`src/rtl/adma_dm_wr_arb.sv`:
```
// rtl/adma_dm_wr_arb.sv - write AW round-robin arbiter, per-channel outstanding limit and W-beat order steering; optional ADMA_WR_ARB_PRIO_EN adds chn_prio
module adma_dm_wr_arb #(
  parameter int DMA_CHN_NUM    = 4,
  parameter int DST_ADDR_W     = 32,
  parameter int MST_ID_W       = 5,
  parameter int ATX_LEN_W      = 8,
  parameter int ATX_DST_DATA_W = 256,
  parameter int CHN_OSTD_MAX   = 2,
  parameter int ORD_DEPTH      = 4,
  parameter int DMA_CHN_NUM_W  = $clog2(DMA_CHN_NUM)
) (
  input  logic                                        clk,
  input  logic                                        rst,
  input  logic [DMA_CHN_NUM-1:0]                      req_vld,
  output logic [DMA_CHN_NUM-1:0]                      req_rdy,
  input  logic [DMA_CHN_NUM-1:0][MST_ID_W-1:0]        req_awid,
  input  logic [DMA_CHN_NUM-1:0][DST_ADDR_W-1:0]      req_awaddr,
  input  logic [DMA_CHN_NUM-1:0][ATX_LEN_W-1:0]       req_awlen,
  input  logic [DMA_CHN_NUM-1:0][1:0]                 req_awburst,
  input  logic [DMA_CHN_NUM-1:0][ATX_DST_DATA_W-1:0]  chn_wdata,
  input  logic [DMA_CHN_NUM-1:0]                      chn_wdata_vld,
  output logic [DMA_CHN_NUM-1:0]                      chn_wdata_rdy,
`ifdef ADMA_WR_ARB_PRIO_EN
  input  logic [DMA_CHN_NUM-1:0][1:0]                 chn_prio,
`endif
  output logic [DMA_CHN_NUM_W-1:0]                    atx_chn_id,
  output logic [MST_ID_W-1:0]                         atx_awid,
  output logic [DST_ADDR_W-1:0]                       atx_awaddr,
  output logic [ATX_LEN_W-1:0]                        atx_awlen,
  output logic [1:0]                                  atx_awburst,
  output logic                                        atx_vld,
  input  logic                                        atx_rdy,
  output logic [ATX_DST_DATA_W-1:0]                   atx_wdata,
  output logic                                        atx_wdata_vld,
  input  logic                                        atx_wdata_rdy,
  input  logic [DMA_CHN_NUM-1:0]                      atx_done,
  output logic [DMA_CHN_NUM-1:0]                      chn_ostd_full
);

  localparam int OSTD_W = $clog2(CHN_OSTD_MAX + 1);
  localparam int PTR_W  = (ORD_DEPTH > 1) ? $clog2(ORD_DEPTH) : 1;
  localparam int CNT_W  = $clog2(ORD_DEPTH + 2);

  logic [DMA_CHN_NUM-1:0][OSTD_W-1:0] ostd_cnt;
  logic [DMA_CHN_NUM_W-1:0]           rr_ptr;
  logic [DMA_CHN_NUM-1:0]             elig;
  logic                               grant_vld;
  logic [DMA_CHN_NUM_W-1:0]           grant_idx;
  logic                               slot_free;
  logic                               slot_fire;
  logic [CNT_W-1:0]                   inflight;

  logic [DMA_CHN_NUM_W-1:0]           ord_chn [ORD_DEPTH];
  logic [ATX_LEN_W-1:0]               ord_len [ORD_DEPTH];
  logic [PTR_W-1:0]                   wr_ptr;
  logic [PTR_W-1:0]                   rd_ptr;
  logic [CNT_W-1:0]                   ord_cnt;
  logic                               ord_empty;
  logic [DMA_CHN_NUM_W-1:0]           head_chn;
  logic [ATX_LEN_W-1:0]               head_len;
  logic [ATX_LEN_W-1:0]               beat_cnt;
  logic                               beat_fire;
  logic                               beat_last;

`ifdef ADMA_WR_ARB_PRIO_EN
  logic [1:0]                         best_prio;
`endif

  // Eligibility: pending request, room under the channel limit, room in the in-flight window, free slot
  always_comb begin
    slot_fire = atx_vld & atx_rdy;
    slot_free = ~atx_vld | atx_rdy;
    inflight  = ord_cnt + CNT_W'(atx_vld & ~atx_rdy);
    elig      = '0;
    for (int i = 0; i < DMA_CHN_NUM; i++) begin
      elig[i] = req_vld[i] & (ostd_cnt[i] < OSTD_W'(CHN_OSTD_MAX)) &
                (inflight < CNT_W'(ORD_DEPTH)) & slot_free & ~rst;
    end
  end

  // Arbiter: scan from rr_ptr; with priority enabled a strictly higher level wins, ties keep rr order
  always_comb begin
    grant_vld = 1'b0;
    grant_idx = '0;
`ifdef ADMA_WR_ARB_PRIO_EN
    best_prio = '0;
`endif
    for (int k = 0; k < DMA_CHN_NUM; k++) begin
`ifdef ADMA_WR_ARB_PRIO_EN
      if (elig[(int'(rr_ptr) + k) % DMA_CHN_NUM] &&
          (!grant_vld || chn_prio[(int'(rr_ptr) + k) % DMA_CHN_NUM] > best_prio)) begin
        grant_vld = 1'b1;
        grant_idx = DMA_CHN_NUM_W'((int'(rr_ptr) + k) % DMA_CHN_NUM);
        best_prio = chn_prio[(int'(rr_ptr) + k) % DMA_CHN_NUM];
      end
`else
      if (!grant_vld && elig[(int'(rr_ptr) + k) % DMA_CHN_NUM]) begin
        grant_vld = 1'b1;
        grant_idx = DMA_CHN_NUM_W'((int'(rr_ptr) + k) % DMA_CHN_NUM);
      end
`endif
    end
  end

  // Grant pulse back to the requesting channel
  always_comb begin
    req_rdy = '0;
    if (grant_vld) req_rdy[grant_idx] = 1'b1;
  end

  // Output slot and round-robin pointer
  always_ff @(posedge clk) begin
    if (rst) begin
      atx_vld     <= 1'b0;
      atx_chn_id  <= '0;
      atx_awid    <= '0;
      atx_awaddr  <= '0;
      atx_awlen   <= '0;
      atx_awburst <= '0;
      rr_ptr      <= '0;
    end else begin
      if (slot_free) begin
        atx_vld <= grant_vld;
        if (grant_vld) begin
          atx_chn_id  <= grant_idx;
          atx_awid    <= req_awid[grant_idx];
          atx_awaddr  <= req_awaddr[grant_idx];
          atx_awlen   <= req_awlen[grant_idx];
          atx_awburst <= req_awburst[grant_idx];
        end
      end
      if (grant_vld) begin
        rr_ptr <= (grant_idx == DMA_CHN_NUM_W'(DMA_CHN_NUM - 1)) ? '0 : grant_idx + 1'b1;
      end
    end
  end

  // Per-channel outstanding counters; a grant and a done in the same cycle cancel
  always_ff @(posedge clk) begin
    if (rst) begin
      ostd_cnt <= '0;
    end else begin
      for (int i = 0; i < DMA_CHN_NUM; i++) begin
        if (grant_vld && grant_idx == DMA_CHN_NUM_W'(i)) begin
          if (!atx_done[i]) ostd_cnt[i] <= ostd_cnt[i] + 1'b1;
        end else if (atx_done[i] && ostd_cnt[i] != '0) begin
          ostd_cnt[i] <= ostd_cnt[i] - 1'b1;
        end
      end
    end
  end

  // Full flags per channel
  always_comb begin
    chn_ostd_full = '0;
    for (int i = 0; i < DMA_CHN_NUM; i++) begin
      chn_ostd_full[i] = (ostd_cnt[i] == OSTD_W'(CHN_OSTD_MAX));
    end
  end

  // W steering: only the channel at the order FIFO head is connected to the host
  always_comb begin
    ord_empty     = (ord_cnt == '0);
    head_chn      = ord_chn[rd_ptr];
    head_len      = ord_len[rd_ptr];
    atx_wdata     = chn_wdata[head_chn];
    atx_wdata_vld = ~ord_empty & chn_wdata_vld[head_chn];
    chn_wdata_rdy = '0;
    if (!ord_empty) chn_wdata_rdy[head_chn] = atx_wdata_rdy;
    beat_fire     = atx_wdata_vld & atx_wdata_rdy;
    beat_last     = beat_fire & (beat_cnt == head_len);
  end

  // Order FIFO storage, written when the host accepts an AW
  always_ff @(posedge clk) begin
    if (slot_fire) begin
      ord_chn[wr_ptr] <= atx_chn_id;
      ord_len[wr_ptr] <= atx_awlen;
    end
  end

  // Order FIFO pointers, occupancy and beat counter of the head transaction
  always_ff @(posedge clk) begin
    if (rst) begin
      wr_ptr   <= '0;
      rd_ptr   <= '0;
      ord_cnt  <= '0;
      beat_cnt <= '0;
    end else begin
      if (slot_fire) wr_ptr <= (wr_ptr == PTR_W'(ORD_DEPTH - 1)) ? '0 : wr_ptr + 1'b1;
      if (beat_last) rd_ptr <= (rd_ptr == PTR_W'(ORD_DEPTH - 1)) ? '0 : rd_ptr + 1'b1;
      if (slot_fire && !beat_last)      ord_cnt <= ord_cnt + 1'b1;
      else if (beat_last && !slot_fire) ord_cnt <= ord_cnt - 1'b1;
      if (beat_fire) beat_cnt <= beat_last ? '0 : beat_cnt + 1'b1;
    end
  end

endmodule
```
`config.mk`:
```
export PLATFORM = sky130hd
export DESIGN_NAME = adma_dm_wr_arb
export DESIGN_NICKNAME = d
export VERILOG_FILES = /design/src/rtl/adma_dm_wr_arb.sv
export SDC_FILE = /design/constraint.sdc
export NUM_CORES = 1
export LEC_CHECK = 0
export CAP_MARGIN = 10
export CORE_AREA = 2 2 610 612
export CTS_CLUSTER_SIZE = 10
export DETAILED_ROUTE_END_ITERATION = 8
export DIE_AREA = 0 0 612 614
export PLACE_DENSITY = 0.3
export SYNTH_ARGS = -nofsm -noshare
export SYNTH_HDL_FRONTEND = slang
export SYNTH_SLANG_ARGS = --single-unit
```
`constraint.sdc`:
```
create_clock -name clk -period 4.49 [get_ports clk]
set_clock_uncertainty 0.15 [all_clocks]
set_input_delay 0.6735 -clock clk [delete_from_list [all_inputs] [get_ports clk]]
set_output_delay 0.6735 -clock clk [all_outputs]
set_load 0.1 [all_outputs]
```
==> results of run 1 <==
[power groups by stage]
stage / clock (mW) / sequential, mW / combinational (mW)
floorplan: 0 / 1.90 / 2.33
global placement: 0 / 1.36 / 5.88
finish: 1.56 / 1.33 / 5.83
detailed placement: 0 / 1.36 / 5.88
global route: 1.66 / 1.34 / 5.97
CTS: 1.64 / 1.34 / 5.90
[worst register-to-register path: stages (launching register included)]
cell	delay, ps
dfxtp_1	350
buf_4	250
mux4_4	800
mux2_2	390
nor4_2	470
inv_1	90
ha_1	220
inv_1	80
fa_1	180
xor2_1	80
or3_1	320
a21oi_1	140
[cells in the mapped netlist (all sizes together) (3+ instances only)]
library cell and count:
a21oi 63, a221o 48, a221oi 4, a22o 6, and3 9, buf 48, clkbuf 55, dfxtp 77
edfxtp 40, ha 7, inv 13, mux2 49, mux2i 4, mux4 266, nand2 11, nand2b 5
nand3 50, nor2 13, nor2b 16, nor3 8, o21ai 54, o31ai 6, or3 3, xnor2 12
[stage by stage]
step	setup TNS [ps]	utilization [%]
3_5_place_dp	0	9.79
4_1_cts	0	9.96
5_1_grt	0	10.0
2_1_floorplan	-7.88	-
3_3_place_gp	0	9.79
6_report	0	10.1
[sequential cells by signal, summed over array words and instances, names as in the netlist, named ones only]
name	count
atx_awaddr	32
ord_len	32
atx_awlen	8
beat_cnt	8
ord_chn	8
ostd_cnt	8
atx_awid	5
ord_cnt	3
atx_awburst	2
atx_chn_id	2
rd_ptr	2
rr_ptr	2
wr_ptr	2
atx_vld	1
[final timing paths]
kind,from,to,slack [ps],cells after the start
min reg2reg,atx_awaddr[14],atx_awaddr[14],340,1
max,flop,atx_wdata[22],390,6
min,atx_awaddr[14],atx_awaddr[14],340,1
max reg2reg,flop,ord_cnt[2],910,11
[per-layer routing]
layer,up-vias,part of all wire [%],global-route usage [%]
li1,7078,-,-
met1,9082,32,12.8
met2,1411,54,26.4
met3,638,9.1,5.36
met4,154,4.9,6.23
met5,-,0.37,0
[cells in the final DEF, fill, tap and decap left out, types with 4 or more instances in the layout]
master           count
clkdlybuf4s50_1   1270
mux4_2             264
buf_12             257
diode_2            152
dfxtp_1             77
a21oi_1             63
buf_4               62
o21ai_0             54
nand3_1             50
a221o_1             47
edfxtp_1            40
mux2_2              29
mux2_1              20
clkbuf_16           19
nor2b_1             16
inv_1               13
nor2_1              12
xnor2_1             12
nand2_1             10
and3_1               9
ha_1                 7
o31ai_1              6
a22o_1               6
nand2b_1             5
nor3_1               5
inv_6                5
mux2i_1              4
clkinv_4             4
[area by class of cell]
class	instances	area, um2
Antenna cell	152	380
Clock buffer	19	475
Clock inverter	13	156
Fill cell	42514	333000
Inverter	13	48.8
Multi-Input combinational cell	661	8920
Sequential cell	117	2740
Tap cell	4972	6220
Timing Repair Buffer	1589	18300
[cells by family (layout without fill, tap and decap cells)]
logic type	Yosys count	in the layout	synth area share, %
other cells	0	152	0
compound gates	191	191	10.9
simple gates	127	127	5.77
fa+ha+maj	10	10	1.06
xor+xnor	14	14	1.01
flops	117	117	22.7
mux	319	319	54.5
buf+inv	116	1634	4.14
==> reports/metrics.yaml, run 1 <==
worstSkewPairLatency_ps: 510
stdcell_count: 7536
first_pass_iters: 5
tightest_slew_ps: 1060
io_buffers: 1546
drtIter0Drc: 1168
pwr-share-clk_pct: 17.9
grt_max_degree: 76
hold_slack_ps: 339
synth_flop_cell: "dfxtp_1"
max_freq_ghz: 0.244
status: "complete, no violations"
seqPwrFrac_pct: 15.2
start_kind: "flop"
placeableCoreArea_um2: 370000
cp_top_family: "multiplexers"
synth.distinct_cells: 52
power_mw: 8.72
synth_largest_area_cell: "mux4_2"
die_h_um: 614
irDropWorstVdd_mv: 0.309
finalWorstPathRequiredPeriod_ps: 4100
fin_ws_ps: 386
grt_first_pass_wirelength_um: 309000
netlist_area_um2: 12100
cts_htree_levels: 4
cp-end-kind: "primary output"
cp.required_ps: 3670
synth-edff-count: 40
root_buffer: "clkbuf_16"
grt_overflow_total: 0
netlist_instances: 894
worstPathCellList: "buf_4, mux4_4, buf_12, buf_4, mux4_2, buf_12"
num_vias: 18363
post_cts_buffers: 0
via_per_inst: 2.44
p_sw_mw: 4.29
area_growth_pct: 208
place_area_um2: 36300
ys_warn_count: 0
slew_headroom_pct: 28.9
routedWlPerCell_um: 36.2
hold_buffers: 0
slew_viol_final: 0
yosysTopAreaCellShare_pct: 49.6
antenna_found_initial: 357
cp_slowest_stage_delay_ps: 800
post-route-period-util_pct: 91.4
arrival_ps: 3280
cp_max_fo: 75
rsz0062_at_grt: "no"
setup_viol: 0
async_flop_share_pct: 0
dp_cells: 7352
cap_violations: 0
die_x_um: 612
gp_congestion: 0.935
path_buf_inv: 4
hp-class: "flop to flop"
post-route-cell-area_um2: 37300
fin_nets: 3635
p_sw_share_pct: 49.2
clkSinkCount: 117
post_cts_resized: 0
powerDensity_nw_per_um2: 234
grt_pass1_vias: 17919
syn_avg_cell_area_um2: 13.5
io-pin-count: 1547
dieArea_um2: 376000
ys_ff_latch: 117
hold_viol: 0
drc: 0
rows: 224
mappedNetlistNets: 2130
cts.clk_slew.worst_paths_ps: 60
power_frac_comb_pct: 66.9
place_ws_ps: 486
ant_nets: 0
clock_path_buffers: 2
cts_buffers: 17
grt.total_usage_pct: 13.8
synth-seq-area-share_pct: 22.7
layout-drive-gt1-share_pct: 27.5
hpwl_um: 253000
crit_path_top_delay_cell: "mux4_4"
initial_core_util_pct: 3.26
synth_area_leaders: "mux4_2, dfxtp_1, edfxtp_1, a221o_1, mux2_2"
p_int_mw: 4.43
wl_um: 273000
timing_worst_setup_path_type: "flop to primary output"
cts_tree: "yes"
leakagePower_nw: 11.6
(Power assumes the default switching activity.)
==> run 2, diff against run 1 <==
CTS_CLUSTER_DIAMETER = 40   (was not set)
PLACE_DENSITY = not set   (was 0.3)
PLACE_DENSITY_LB_ADDON = 0.08   (was not set)
==> run 2 against run 1 <==
Against the previous run: the run now ends with antenna rules left; die area did not move; maximum frequency shrank 2.4%; hold slack lost 4.2 ps; wire length shrank 2.2%; combinational power rose by 1%; sequential power is essentially flat; count of clock-buffer cells in the layout grew 11; via count decreased by 3.4%; final cell count fell by 1.0%; non-clock buffer count rose by 1; critical endpoint is now atx_wdata[153]; highest routed layer unchanged.
==> reports/metrics.yaml, run 2 (synthesis gave the netlist of run 1 again) <==
hold_viol: 0  # unchanged
drc: 0  # unchanged
timing_worst_setup_path_type: "flop to primary output"
place_area_um2: 36100  # -0.36%
die_h_um: 614  # unchanged
placeableCoreArea_um2: 370000  # unchanged
hold_slack_ps: 335  # -4.25 ps
crit_path_top_delay_cell: "mux4_2"
hold_buffers: 0  # unchanged
routedWlPerCell_um: 35.7  # -1.2%
grt_first_pass_wirelength_um: 306000  # -1.1%
clock_path_buffers: 3  # +1
first_pass_iters: 5  # unchanged
finalWorstPathRequiredPeriod_ps: 4210  # +101 ps
dp_cells: 7353  # +0.014%
via_per_inst: 2.38  # -2.4%
cp.required_ps: 3670  # about the same
hp-class: "flop to flop"
wl_um: 267000  # -2.2%
grt_pass1_vias: 17951  # +0.18%
violations: "antenna rules"
post-route-period-util_pct: 93.7  # +2.2 points
clkSinkCount: 117  # unchanged
grt_overflow_total: 0  # unchanged
rows: 224  # unchanged
cap_violations: 0  # unchanged
dieArea_um2: 376000  # unchanged
irDropWorstVdd_mv: 0.119  # -61%
drtIter0Drc: 1047  # -10%
post_cts_resized: 0  # unchanged
crit_top_cell: "buf_4"
hpwl_um: 247000  # -2.4%
cts_tree: "yes"
reg.largest.list: "atx_awaddr: 32 flops, ord_len: 32 flops"
io_buffers: 1546  # unchanged
start_kind: "flop"
max_freq_ghz: 0.238  # -2.4%
cp_slowest_stage_delay_ps: 670  # -130 ps
fillerInstances: 42374  # -0.33%
root_buffer: "clkbuf_16"
final_cell_mix: "clkdlybuf4s50_1, mux4_2, buf_12"
cts_htree_levels: 4  # unchanged
cts_buffers: 25  # +8
stdcell_count: 7461  # -1.0%
fin_nets: 3644  # +0.25%
gp_congestion: 0.868  # -7.2%
worstSkewPairLatency_ps: 530  # +20 ps
powerDensity_nw_per_um2: 241  # +3.0%
path_buf_inv: 3  # -1
grt_max_degree: 95  # +25%
status: "finished, violations left"
setup_viol: 0  # unchanged
io-pin-count: 1547  # unchanged
slew_viol_final: 0  # unchanged
num_vias: 17739  # -3.4%
initial_core_util_pct: 3.26  # unchanged
cp-end-kind: "primary output"
post-route-util_pct: 9.99  # -0.072 points
leakagePower_nw: 11.6  # -0.36%
ant_nets: 3  # +3
power_mw: 8.92  # +2.3%
cp_max_fo: 21  # -72%
antenna_found_initial: 317  # -11%
worstPathCellList: "mux4_4, buf_4, buf_4, mux4_2, buf_4"
grt.total_usage_pct: 13.6  # -0.23 points
cp_top_family: "multiplexers"
post_cts_buffers: 0  # unchanged
post-route-cell-area_um2: 37000  # -0.72%
tightest_slew_ps: 1160  # +94.7 ps
slew_headroom_pct: 22.5  # -6.3 points
cts.clk_slew.worst_paths_ps: 60  # about the same
mostFrequentLayoutCell: "clkdlybuf4s50_1"
layout-drive-gt1-share_pct: 27.3  # -0.22 points
rsz0062_at_grt: "no"
area_growth_pct: 206
arrival_ps: 3380  # +100 ps
die_x_um: 612  # unchanged
==> run 2: cell types whose count changed in the layout (fill, tap and decap cells not counted), moves of 4 or more <==
cell | before | now
buf_12 | 257 | 245
buf_4 | 62 | 69
clkbuf_16 | 19 | 25
clkdlybuf4s50_1 | 1270 | 1274
clkinv_4 | 4 | 0
diode_2 | 152 | 76
inv_6 | 5 | 0
==> run 2: path summary, 6_finish.rpt <==
check,startpoint,to,slack [ps],cells after the start
worst max-delay path,flop,atx_wdata[153],280,5
worst min-delay path,atx_awaddr[12],atx_awaddr[12],340,1
worst max register to register,flop,ord_cnt[2],560,11
worst min register to register,atx_awaddr[12],atx_awaddr[12],340,1
==> run 2: layer usage <==
layer	GRT usage [%]	vias to the layer above	part of all wire (%)
li1	-	7019	-
met1	14.8	8804	36
met2	25.3	1386	52
met3	4.64	444	8.9
met4	2.60	86	2.3
met5	0	-	0.20
==> run 2: power by group <==
| part | internal [mW] | total (mW) | leakage, nW | switching (mW) |
|---|---|---|---|---|
| Combinational | 2.30 | 5.89 | 10.2 | 3.59 |
| Clock | 1.04 | 1.71 | 0.337 | 0.670 |
| Sequential | 1.21 | 1.32 | 1.00 | 0.108 |
| Total | 4.55 | 8.92 | 11.6 | 4.37 |
==> run 2: cell type report <==
type	count	area, um2	area share (%)
repair buffers	1590	18200	49.2
multi-input cells	661	8920	24.1
well taps	4972	6220	16.8
flip-flops and latches	117	2740	7.41
clock buffers	30	674	1.82
diodes	76	190	0.514
inverters	13	48.8	0.132
clock inverters	2	12.5	0.0338
==> run 2: stage by stage <==
| step | worst slack (ps) | setup TNS [ps] |
|---|---|---|
| floorplan | -7.88 | -7.88 |
| detailed placement | 512 | 0 |
| CTS | 194 | 0 |
| global placement | 448 | 0 |
| finish | 285 | 0 |
| global route | 137 | 0 |
==> run 3, diff against run 2 <==
CORE_AREA = 3 3 594 596   (was 2 2 610 612)
CTS_CLUSTER_DIAMETER = 120   (was 40)
DIE_AREA = 0 0 597 599   (was 0 0 612 614)
==> run 3 against run 2 <==
Against the previous run: the flow now finishes without violations; worst setup slack worse by 7.0 ps; non-clock buffer count rose by 3; clock power is 12% lower; die area shrank 4.8%; global-route usage is 1.0 points higher; sequential power barely moved; maximum frequency decreased by 0.17%; core utilization grew 0.53 points; total power decreased by 1.5%; flip-flop and latch count unchanged; largest cell class unchanged.
==> reports/metrics.yaml, run 3 (synthesis gave the netlist of run 1 again) <==
cp.required_ps: 3670  # about the same
via_per_inst: 2.49  # +4.7%
stdcell_count: 7093  # -4.9%
p_sw_share_pct: 49.7  # +0.67 points
area_growth_pct: 203
power_mw: 8.79  # -1.5%
rows: 217  # -3.1%
setup_viol: 0  # unchanged
clock_path_buffers: 2  # -1
cts.clk_slew.worst_paths_ps: 70  # about the same
die_x_um: 597  # -2.5%
num_vias: 17655  # -0.47%
tightest_slew_ps: 1120  # -33.6 ps
grt_pass1_vias: 18783  # +4.6%
mostFrequentLayoutCell: "clkdlybuf4s50_1"
grt.total_usage_pct: 14.6  # +1.0 points
slew_headroom_pct: 24.8  # +2.2 points
p_sw_mw: 4.37  # -0.17%
post_cts_buffers: 0  # unchanged
dp_cells: 6983  # -5.0%
worstSkewPairLatency_ps: 460  # -70 ps
grt_first_pass_wirelength_um: 315000  # +3.0%
final_cell_mix: "clkdlybuf4s50_1, mux4_2, buf_12"
fin_nets: 3639  # -0.14%
cts_buffers: 17  # -32%
clkSinkCount: 117  # unchanged
cts_tree: "yes"
multi_input_area_um2: 8920  # about the same
setup_tns_ps: 0  # unchanged
die_h_um: 599  # -2.4%
seqPwrFrac_pct: 15.0  # +0.2 points
initial_core_util_pct: 3.47  # +0.20 points
arrival_ps: 3390  # about the same
power_frac_comb_pct: 67.8  # +1.8 points
slew_viol_final: 0  # unchanged
dieArea_um2: 358000  # -4.8%
pwr-share-clk_pct: 17.2  # -2.0 points
cp-end-kind: "primary output"
cap_violations: 0  # unchanged
grt_overflow_total: 0  # unchanged
rsz0062_at_grt: "no"
timing_worst_setup_path_type: "flop to primary output"
io_buffers: 1546  # unchanged
post-route-period-util_pct: 93.8  # +0.16 points
antenna_found_initial: 367  # +16%
post_cts_resized: 0  # unchanged
powerDensity_nw_per_um2: 240  # -0.65%
leakagePower_nw: 11.6  # +0.39%
regArea_um2: 2740  # unchanged
gp_congestion: 0.828  # -4.5%
hold_viol: 0  # unchanged
routedWlPerCell_um: 38.5  # +7.7%
hp-class: "flop to flop"
finalWorstPathRequiredPeriod_ps: 4210  # +7.02 ps
root_buffer: "clkbuf_16"
reg.largest.list: "atx_awaddr: 32 flops, ord_len: 32 flops"
max_freq_ghz: 0.237  # -0.17%
p_int_mw: 4.42  # -2.8%
ant_nets: 0  # -3
layout-drive-gt1-share_pct: 27.4  # +0.090 points
cp_max_fo: 51  # +140%
wl_um: 273000  # +2.4%
hpwl_um: 255000  # +3.1%
hold_buffers: 0  # unchanged
drtIter0Drc: 782  # -25%
drc: 0  # unchanged
fillerInstances: 39971  # -5.7%
grt_max_degree: 101  # +6.3%
cts_htree_levels: 4  # unchanged
start_kind: "flop"
placeableCoreArea_um2: 349000  # -5.8%
status: "complete, no violations"
first_pass_iters: 5  # unchanged
irDropWorstVdd_mv: 0.298  # +150%
io-pin-count: 1547  # unchanged
reg2regPathDepth: 12  # +1
whs_path_depth: 1  # unchanged
-- run 3: path summary, 6_finish.rpt --
check                 start             end  slack (ps)
max                    flop  atx_wdata[218]         280
min          atx_awaddr[29]  atx_awaddr[29]         340
max reg2reg            flop      ord_cnt[2]         780
min reg2reg  atx_awaddr[29]  atx_awaddr[29]         340
-- run 3: final cells by class --
| class | count | share of cell area [%] |
|---|---|---|
| antenna | 78 | 0.532 |
| clock buffer | 18 | 1.17 |
| clock inverter | 14 | 0.474 |
| inverter | 13 | 0.133 |
| multi-input combinational | 661 | 24.3 |
| sequential | 117 | 7.48 |
| tap | 4599 | 15.7 |
| timing repair buffer | 1593 | 50.2 |
-- run 3: through the flow --
stage	worst slack, ps	cell area [um2]	hold WS, ps	utilization [%]
global route	117	36600	351	10.5
global placement	603	35900	321	10.3
CTS	168	36500	341	10.5
floorplan	-7.88	12100	318	-
detailed placement	648	35900	320	10.3
finish	278	36700	339	10.5
-- run 3: metal layers --
metal	vias to the layer above	global-route usage, %	share of wire [%]	wire (um)
met5	-	0	0.33	892
met4	144	3.58	2.5	6860
met3	559	7.54	12	32400
met2	1379	27.6	53	145000
met1	8559	13.8	32	87600
li1	7014	-	-	-
-- run 3: power groups by stage --
stage	sequential (mW)	clock, mW	combinational, mW
3_3_place_gp	1.35	0	6.07
5_1_grt	1.33	1.62	6.16
3_5_place_dp	1.34	0	6.06
6_report	1.31	1.51	5.96
2_1_floorplan	1.90	0	2.33
4_1_cts	1.32	1.60	6.07
-- run 3: worst max-delay path: stages (launching register included) --
cell and delay (ps):
dfxtp_1 360, buf_4 250, mux4_4 800, buf_4 250, buf_12 210, mux4_2 670
buf_12 220
